File: src/rtl/operand_fetch_stage.sv
// ---------------------------------------------------------------------------
// operand_fetch_stage
//
// Register-read stage between decode and execute. It drives the register-file
// read addresses straight from the decoded sources. It forces x0 to zero, and
// it stalls while a source is still owed by a long-latency (load/mul) unit.
// The chosen operands and the pass-through control are presented to execute
// through a single valid/ready output register.
//
// Build option:
//   OF_BYPASS_EN  defined   : same-cycle writeback data is bypassed into the
//                             operands. A completing long op is consumed in the
//                             same cycle it writes back.
//   OF_BYPASS_EN  undefined : operands come only from the register file. A
//                             source being written back this cycle stalls for
//                             one cycle and is read from the RF on the next.
//
// Ports:
//   clk, rst_n                 clock, asynchronous active-low reset
//   flush                      kill the incoming instruction and the output register
//   in_valid / in_ready        decode handshake (in_ready is combinational)
//   in_rs1, in_rs2, in_rd      register indices of the decoded instruction
//   in_rd_we, in_long          destination write enable / long-latency producer
//   in_ctrl                    opaque control bundle passed through unchanged
//   rf_read_addr1/2            register-file read addresses (= in_rs1/in_rs2)
//   rf_read_data1/2            register-file asynchronous read data
//   wb_en, wb_addr, wb_data    writeback port (shared with the RF write port)
//   wb_long_done               this writeback completes a long-latency op
//   out_valid / out_ready      execute handshake
//   out_op1, out_op2, out_rd,
//   out_rd_we, out_long,
//   out_ctrl                   registered payload to execute
// ---------------------------------------------------------------------------
module operand_fetch_stage #(
    parameter int XLEN   = 32,
    parameter int CTRL_W = 8
) (
    input  logic              clk,
    input  logic              rst_n,
    input  logic              flush,
    input  logic              in_valid,
    output logic              in_ready,
    input  logic [4:0]        in_rs1,
    input  logic [4:0]        in_rs2,
    input  logic [4:0]        in_rd,
    input  logic              in_rd_we,
    input  logic              in_long,
    input  logic [CTRL_W-1:0] in_ctrl,
    output logic [4:0]        rf_read_addr1,
    output logic [4:0]        rf_read_addr2,
    input  logic [XLEN-1:0]   rf_read_data1,
    input  logic [XLEN-1:0]   rf_read_data2,
    input  logic              wb_en,
    input  logic [4:0]        wb_addr,
    input  logic [XLEN-1:0]   wb_data,
    input  logic              wb_long_done,
    output logic              out_valid,
    input  logic              out_ready,
    output logic [XLEN-1:0]   out_op1,
    output logic [XLEN-1:0]   out_op2,
    output logic [4:0]        out_rd,
    output logic              out_rd_we,
    output logic              out_long,
    output logic [CTRL_W-1:0] out_ctrl
);

    // Scoreboard: one bit per register whose long-latency result is still owed.
    logic [31:0]       sb_q, sb_d;

    logic              out_valid_q, out_valid_d;
    logic [XLEN-1:0]   out_op1_q, out_op1_d;
    logic [XLEN-1:0]   out_op2_q, out_op2_d;
    logic [4:0]        out_rd_q, out_rd_d;
    logic              out_rd_we_q, out_rd_we_d;
    logic              out_long_q, out_long_d;
    logic [CTRL_W-1:0] out_ctrl_q, out_ctrl_d;

    logic              inflight_long;
    logic              pend1, pend2;
    logic              wbhit1, wbhit2;
    logic              hazard;
    logic              can_load;
    logic              accept;
    logic [XLEN-1:0]   op1, op2;

`ifdef OF_BYPASS_EN
    logic              done1, done2;
`else
    // Without the bypass the writeback data reaches this stage only through
    // the register file on the following cycle.
    logic              wb_data_unused;
    assign wb_data_unused = ^wb_data;
`endif

    assign rf_read_addr1 = in_rs1;
    assign rf_read_addr2 = in_rs2;

    // Hazard detection and operand selection.
    always_comb begin
        // A long op sitting in the output register is not on the scoreboard yet,
        // but a consumer behind it must already wait for it.
        inflight_long = out_valid_q && out_rd_we_q && out_long_q;

        pend1 = (in_rs1 != 5'd0) &&
                (sb_q[in_rs1] || (inflight_long && (out_rd_q == in_rs1)));
        pend2 = (in_rs2 != 5'd0) &&
                (sb_q[in_rs2] || (inflight_long && (out_rd_q == in_rs2)));

        // Writes to x0 are ignored throughout, so a hit requires a nonzero index.
        wbhit1 = wb_en && (wb_addr != 5'd0) && (wb_addr == in_rs1);
        wbhit2 = wb_en && (wb_addr != 5'd0) && (wb_addr == in_rs2);

`ifdef OF_BYPASS_EN
        // The completing writeback satisfies the dependency via the bypass mux.
        done1  = wbhit1 && wb_long_done;
        done2  = wbhit2 && wb_long_done;
        hazard = (pend1 && !done1) || (pend2 && !done2);
        op1    = (in_rs1 == 5'd0) ? '0 : (wbhit1 ? wb_data : rf_read_data1);
        op2    = (in_rs2 == 5'd0) ? '0 : (wbhit2 ? wb_data : rf_read_data2);
`else
        hazard = pend1 || pend2 || wbhit1 || wbhit2;
        op1    = (in_rs1 == 5'd0) ? '0 : rf_read_data1;
        op2    = (in_rs2 == 5'd0) ? '0 : rf_read_data2;
`endif

        can_load = !out_valid_q || out_ready;
        in_ready = can_load && !hazard && !flush;
        accept   = in_valid && in_ready;
    end

    // Output register and scoreboard next state.
    always_comb begin
        out_valid_d = out_valid_q;
        out_op1_d   = out_op1_q;
        out_op2_d   = out_op2_q;
        out_rd_d    = out_rd_q;
        out_rd_we_d = out_rd_we_q;
        out_long_d  = out_long_q;
        out_ctrl_d  = out_ctrl_q;
        sb_d        = sb_q;

        if (flush) begin
            out_valid_d = 1'b0;
        end else if (accept) begin
            out_valid_d = 1'b1;
        end else if (out_ready) begin
            out_valid_d = 1'b0;
        end

        // accept is already gated by flush through in_ready.
        if (accept) begin
            out_op1_d   = op1;
            out_op2_d   = op2;
            out_rd_d    = in_rd;
            out_rd_we_d = in_rd_we;
            out_long_d  = in_long;
            out_ctrl_d  = in_ctrl;
        end

        // Clear first so that a set of the same index in this cycle wins.
        if (wb_en && wb_long_done && (wb_addr != 5'd0)) begin
            sb_d[wb_addr] = 1'b0;
        end
        if (out_valid_q && out_ready && out_rd_we_q && out_long_q && (out_rd_q != 5'd0)) begin
            sb_d[out_rd_q] = 1'b1;
        end
    end

    // Stage boundary: output register to execute.
    always_ff @(posedge clk or negedge rst_n) begin
        if (!rst_n) begin
            sb_q        <= '0;
            out_valid_q <= 1'b0;
            out_op1_q   <= '0;
            out_op2_q   <= '0;
            out_rd_q    <= '0;
            out_rd_we_q <= 1'b0;
            out_long_q  <= 1'b0;
            out_ctrl_q  <= '0;
        end else begin
            sb_q        <= sb_d;
            out_valid_q <= out_valid_d;
            out_op1_q   <= out_op1_d;
            out_op2_q   <= out_op2_d;
            out_rd_q    <= out_rd_d;
            out_rd_we_q <= out_rd_we_d;
            out_long_q  <= out_long_d;
            out_ctrl_q  <= out_ctrl_d;
        end
    end

    assign out_valid = out_valid_q;
    assign out_op1   = out_op1_q;
    assign out_op2   = out_op2_q;
    assign out_rd    = out_rd_q;
    assign out_rd_we = out_rd_we_q;
    assign out_long  = out_long_q;
    assign out_ctrl  = out_ctrl_q;

endmodule

File: config.mk
export PLATFORM = sky130hd
export DESIGN_NAME = operand_fetch_stage
export DESIGN_NICKNAME = d
export VERILOG_FILES = /design/src/rtl/operand_fetch_stage.sv
export SDC_FILE = /design/constraint.sdc
export NUM_CORES = 1
export LEC_CHECK = 0
export BUFFER_PORTS_ARGS = -buffer_cell sky130_fd_sc_hd__buf_2
export CORE_AREA = 5 5 113 115
export DETAILED_ROUTE_END_ITERATION = 10
export DIE_AREA = 0 0 118 120
export GPL_TIMING_DRIVEN = 0
export PLACE_DENSITY_LB_ADDON = 0.1
export SLEW_MARGIN = 20
export SYNTH_ARGS = -nofsm -noshare
export SYNTH_HDL_FRONTEND = slang
export SYNTH_SLANG_ARGS = --single-unit
File: constraint.sdc
create_clock -name clk -period 3.15 [get_ports clk]
set_clock_uncertainty 0.15 [all_clocks]
set_input_delay 0.63 -clock clk [delete_from_list [all_inputs] [get_ports clk]]
set_output_delay 0.63 -clock clk [all_outputs]
set_load 0.02 [all_outputs]
Word-level counts from Yosys, hierarchy flattened
Cells that the tools add are included.

word-level totals
  register bits after elaboration = 112
  output and inout bits = 91

cells by class
  multiplexer cells = 15
  equality and inequality tests = 4
  $lt $le $gt $ge = 6
  reduce and logical (&&, ||, !) cells = 36
  bitwise logic cells = 3

operator list
  operator              count
  $mux W32              4
  $and A32 B32 Y32      1
  $not A32 Y32          1
  $or A32 B32 Y32       1
  $lt A5 B6 Y1 const B  4
  $eq A5 B5 Y1          4
  $logic_and A1 B1 Y1   20
  $reduce_bool A5 Y1    4
  $bmux W1 S5           2
  $demux W1 S5          2
  $ge A5 B1 Y1 const B  2
  $logic_not A5 Y1      2
  $mux W1               7
  $logic_or A1 B1 Y1    6
  $logic_not A1 Y1      3
  $reduce_bool A3 Y1    1

Logic depth before layout (Yosys ltp)
  depth in word-level cells = 14
  gate-level depth with buffers = 10
  mapped depth without buffers = 6

Least setup slack after synthesis
OpenSTA, ideal clock, no wires.

  kind = input -> output
  start = in in_rs1[0]
  end = out in_ready
  stages = 6
  path slack = -115 ps
  path buffers = 1
  arrival = 2485 ps
  cell sequence = buf_2 mux4_2 mux2_2 nand3_1 nand4_1 a211oi_1

on the way
  longest elaborated chain between the ends = 10
  elaborated cells on any way between the ends = 15
  classes of those cells = eq/ne (2); mux (2); reduce/logical (11)

ends and longest elaborated chain
  what                                                                  RTL line  RTL
  from (decl)                                                           43        input logic [4:0] in_rs1,
  $bmux W1 S5 or $eq A5 B5 Y1 (tied branches)                           105       (sb_q[in_rs1] || (inflight_long && (out_rd_q == in_rs1)));
  $mux W1 (implied by the code) or $logic_and A1 B1 Y1 (tied branches)  105
  $logic_or A1 B1 Y1                                                    105
  $logic_and A1 B1 Y1                                                   104       pend1 = (in_rs1 != 5'd0) &&
  $logic_or A1 B1 Y1                                                    121       hazard = pend1 || pend2 || wbhit1 || wbhit2;
  $logic_or A1 B1 Y1 * (2 in series)                                    121
  $logic_not A1 Y1 *                                                    127       in_ready = can_load && !hazard && !flush;
  $logic_and A1 B1 Y1 * (2 in series)                                   127
  to (decl)                                                             42        output logic in_ready,

Mark *: on every way between the ends. The rest lies on a longest branch, timed or not. The select of a mux whose other input is x is not followed.

Worst setup path in the final report
  start = in in_rs2[4]
  end = reg out_ctrl_q[0], in the netlist out_ctrl[0]

on the way
  longest elaborated chain between the ends = 11
  elaborated cells on any way between the ends = 16
  classes of those cells = eq/ne (2); mux (2); reduce/logical (12)

ends and longest elaborated chain
  what                                                                  RTL line  RTL
  from (decl)                                                           44        input logic [4:0] in_rs2,
  $bmux W1 S5 or $eq A5 B5 Y1 (tied branches)                           107       (sb_q[in_rs2] || (inflight_long && (out_rd_q == in_rs2)));
  $mux W1 (implied by the code) or $logic_and A1 B1 Y1 (tied branches)  107
  $logic_or A1 B1 Y1                                                    107
  $logic_and A1 B1 Y1                                                   106       pend2 = (in_rs2 != 5'd0) &&
  $logic_or A1 B1 Y1 (2 in series)                                      121
  $logic_or A1 B1 Y1 *                                                  121
  $logic_not A1 Y1 *                                                    127
  $logic_and A1 B1 Y1 * (2 in series)                                   127
  $logic_and A1 B1 Y1 *                                                 128       accept = in_valid && in_ready;
  to (signal assigned)                                                  188       out_ctrl_q <= out_ctrl_d;
  to (decl)                                                             76        logic [CTRL_W-1:0] out_ctrl_q, out_ctrl_d;

Marked as above.
A chain may end at the register's enable or synchronous reset.

==> results.toml <==
[placement]
numPortBuffers = 187
placed_cells = 840
detailed_place_hpwl_mm = 11.6
gp_congestion = 0.903

[setup_path]
crit_path_max_incr_delay_ns = 0.55
reg2reg_slack_ns = 0.32
setup.worst_path.end_class = "register"
timing.critical_path.buf_inv = 4
worstSetupPathType = "input port to register"
cp_top_family = "simple AND/OR/NAND/NOR gates"
start_kind = "input port"
critPathMaxFanout = 10
slowest_stage_cell_crit_path = "or4_4"
worstPathCellList = "buf_2 > or2_1 > or4_4 > buf_6 > and4_1 > or4_4 > a211o_1 > buf_6 > buf_8 > mux2_4"
crit_arrival_ns = 3.19
crit_required_ns = 3.24

[cells_and_area]
drive_gt1_frac = 0.384
final_instance_count_excl_fillers = 861
layout.nets = 841
syn2layout_area_growth_pct = 28.7
finish.utilization = 0.609

[power_and_ir_drop]
static_leakage_nw = 3.83
irDropWorstVdd_uv = 425
p_per_cell_area_mw_per_mm2 = 641

[global_routing]
track_usage = 0.222
antenna_violations_before_repair = 1
grt-ovfl-total = 0
grt_pass1_vias = 4871
grt_pass1_wl_mm = 25.3
largest_net_degree_at_the_start_of_global_routing = 58

[clocking]
root_buffer = "clkbuf_16"
cts_max_level = 3
buffer_levels_on_the_longest_clock_path = 2
worst_skew_pair.late_latency_ns = 0.35
clock_sink_count = 112
cts_inserted_buffers = 9
cts.reportedPaths.clkPinSlew_ns = 0.07
hold_buffers = 0
tritoncts = "yes"

[synth]
yosysWarningCount = 0
count_of_flip_flops_with_a_built_in_enable_after_synthesis = 0
synth.yosys.seq_area_share = 0.506
postSynthCellCount = 505
synth.cell_area_mm2 = 0.00554
synthesis.nets = 638
ff_latch_count_synth = 112
post_synth_num_cell_types = 48
yosys_most_used_dff = "dfrtp_1"
syn_avg_cell_area_um2 = 11.0
synthArstFlopShare = 1.00

[sta]
final_slew_violations = 0
finalHoldViolCount = 0
max_slew_margin = 0.524
max_clock_freq_ghz = 0.323
setup_viol_count_final = 0
max_slew.worst_pin.slew_ns = 0.712
final.period_utilization = 0.983
period_minus_slack_ns = 3.10

[routing]
wire_per_inst_um = 18.4
wl_mm = 15.9
dr.first_iter.drc_count = 323
drtAntennaViolNets = 0
detail_route.first_pass.iterations = 7
detail_route.drc_violations = 0
dr_total_vias = 4706
via_density = 5.47

[floorplan]
io_pins = 224
floorplan.die_area_mm2 = 0.0142
die-height_um = 120
row_count = 40
initial_cell_density_of_the_core = 0.473
die_w_um = 118
core_area_mm2 = 0.0117

[run]
drv.max_cap_violation_count = 0

[min_path]
holdCritPathClass = "input port to async pin"

[status]
status = "complete, no violations"
==> metal layers <==
metal  global-route usage  vias up  wire (um)
met2                0.343      219       7430
li1                     -     2164          -
met4               0.0939        0        374
met5                    0        -          0
met1                0.295     2295       6720
met3               0.0617       28       1320
==> per-stage QoR <==
step	instance area (um^2)	hold WS, ns	power, W	worst slack, ns	setup TNS (ns)
floorplan	5580	0.184	0.00281	-0.000752	-0.00752
global placement	6700	0.328	0.00334	-0.469	-30.98
detailed placement	6730	0.330	0.00338	-0.543	-34.67
CTS	7090	0.0919	0.00460	0.0220	0
global route	7140	0.117	0.00483	-0.000572	-0.000572
finish	7140	0.0664	0.00457	0.0520	0
==> power breakdown <==
group          switching [W]  leakage, nW  internal, W
logic               0.000867         2.27     0.000583
registers           0.000179         1.40      0.00174
clock network       0.000543        0.154     0.000667
==> Yosys cell counts, types with 3 or more instances <==
cell	number	area share
nand2_1	50	0.034
nand3b_1	11	0.015
mux2_4	15	0.041
xnor2_1	12	0.019
a22o_1	32	0.051
xor2_1	8	0.013
nor2b_1	3	0.0034
o21ai_0	61	0.055
clkbuf_1	19	0.013
mux2i_1	44	0.079
inv_1	33	0.022
nand3_1	13	0.012
mux4_2	10	0.041
nand2b_1	8	0.0090
nor2_1	13	0.0088
buf_2	12	0.011
buf_4	10	0.014
dfrtp_1	112	0.51
==> layout by cell type, fill, tap and decap left out, drive strengths merged, types with 2 or more instances in the layout <==
| cell type | n |
|---|---|
| xor2 | 8 |
| mux2 | 17 |
| buf | 220 |
| clkbuf | 28 |
| nor2 | 13 |
| mux2i | 44 |
| nand4 | 2 |
| or4 | 2 |
| a41o | 2 |
| o21ai | 61 |
| a22o | 32 |
| nor2b | 3 |
| xnor2 | 12 |
| nand2b | 8 |
| nand2 | 50 |
| clkinv | 2 |
| or2 | 3 |
| or3b | 2 |
| a22oi | 2 |
| nor3 | 2 |
| nand3 | 13 |
| and3 | 2 |
| inv | 34 |
| mux4 | 10 |
| nand3b | 11 |
| dfrtp | 112 |
==> sequential cells by signal (all words and copies together) (netlist names) <==
register	cells
out_op1	32
out_valid	1
out_rd	5
out_long	1
sb_q	32
out_rd_we	1
out_ctrl	8
out_op2	32
==> worst paths after layout <==
check / startpoint / to / depth (start not counted)
hold / removal: rst_n / sb_q[25] / 1
hold reg to reg: sb_q[0] / sb_q[0] / 1
max in group asynchronous: rst_n / out_rd[0] / 2
setup / recovery: in_rs2[4] / out_ctrl[0] / 10
min in group clk: flush / out_valid / 2
setup reg to reg: out_rd[4] / out_ctrl[0] / 9
==> timing repair <==
item,4_1_cts,5_1_grt
pin swaps,2,2
endpoints found under the setup margin,49,21
buffers inserted,1,3
resized for setup,14,10
==> cell type report <==
type	instances	area, um^2
Fill cell	1044	4580
Sequential cell	112	2800
Multi-Input combinational cell	315	2410
Timing Repair Buffer	192	1010
Buffer	45	288
Clock buffer	11	253
Tap cell	147	184
Inverter	33	124
Clock inverter	5	62.6
Antenna cell	1	2.50
==> logic make-up after synthesis <==
| logic type | count (synthesis) | synth area share |
|---|---|---|
| buf+inv | 78 | 0.0650 |
| simple gates | 116 | 0.106 |
| flops | 112 | 0.506 |
| mux | 71 | 0.165 |
| xor+xnor | 20 | 0.0316 |
| compound gates | 108 | 0.127 |
Note: power is estimated with default switching activity, not from simulation.
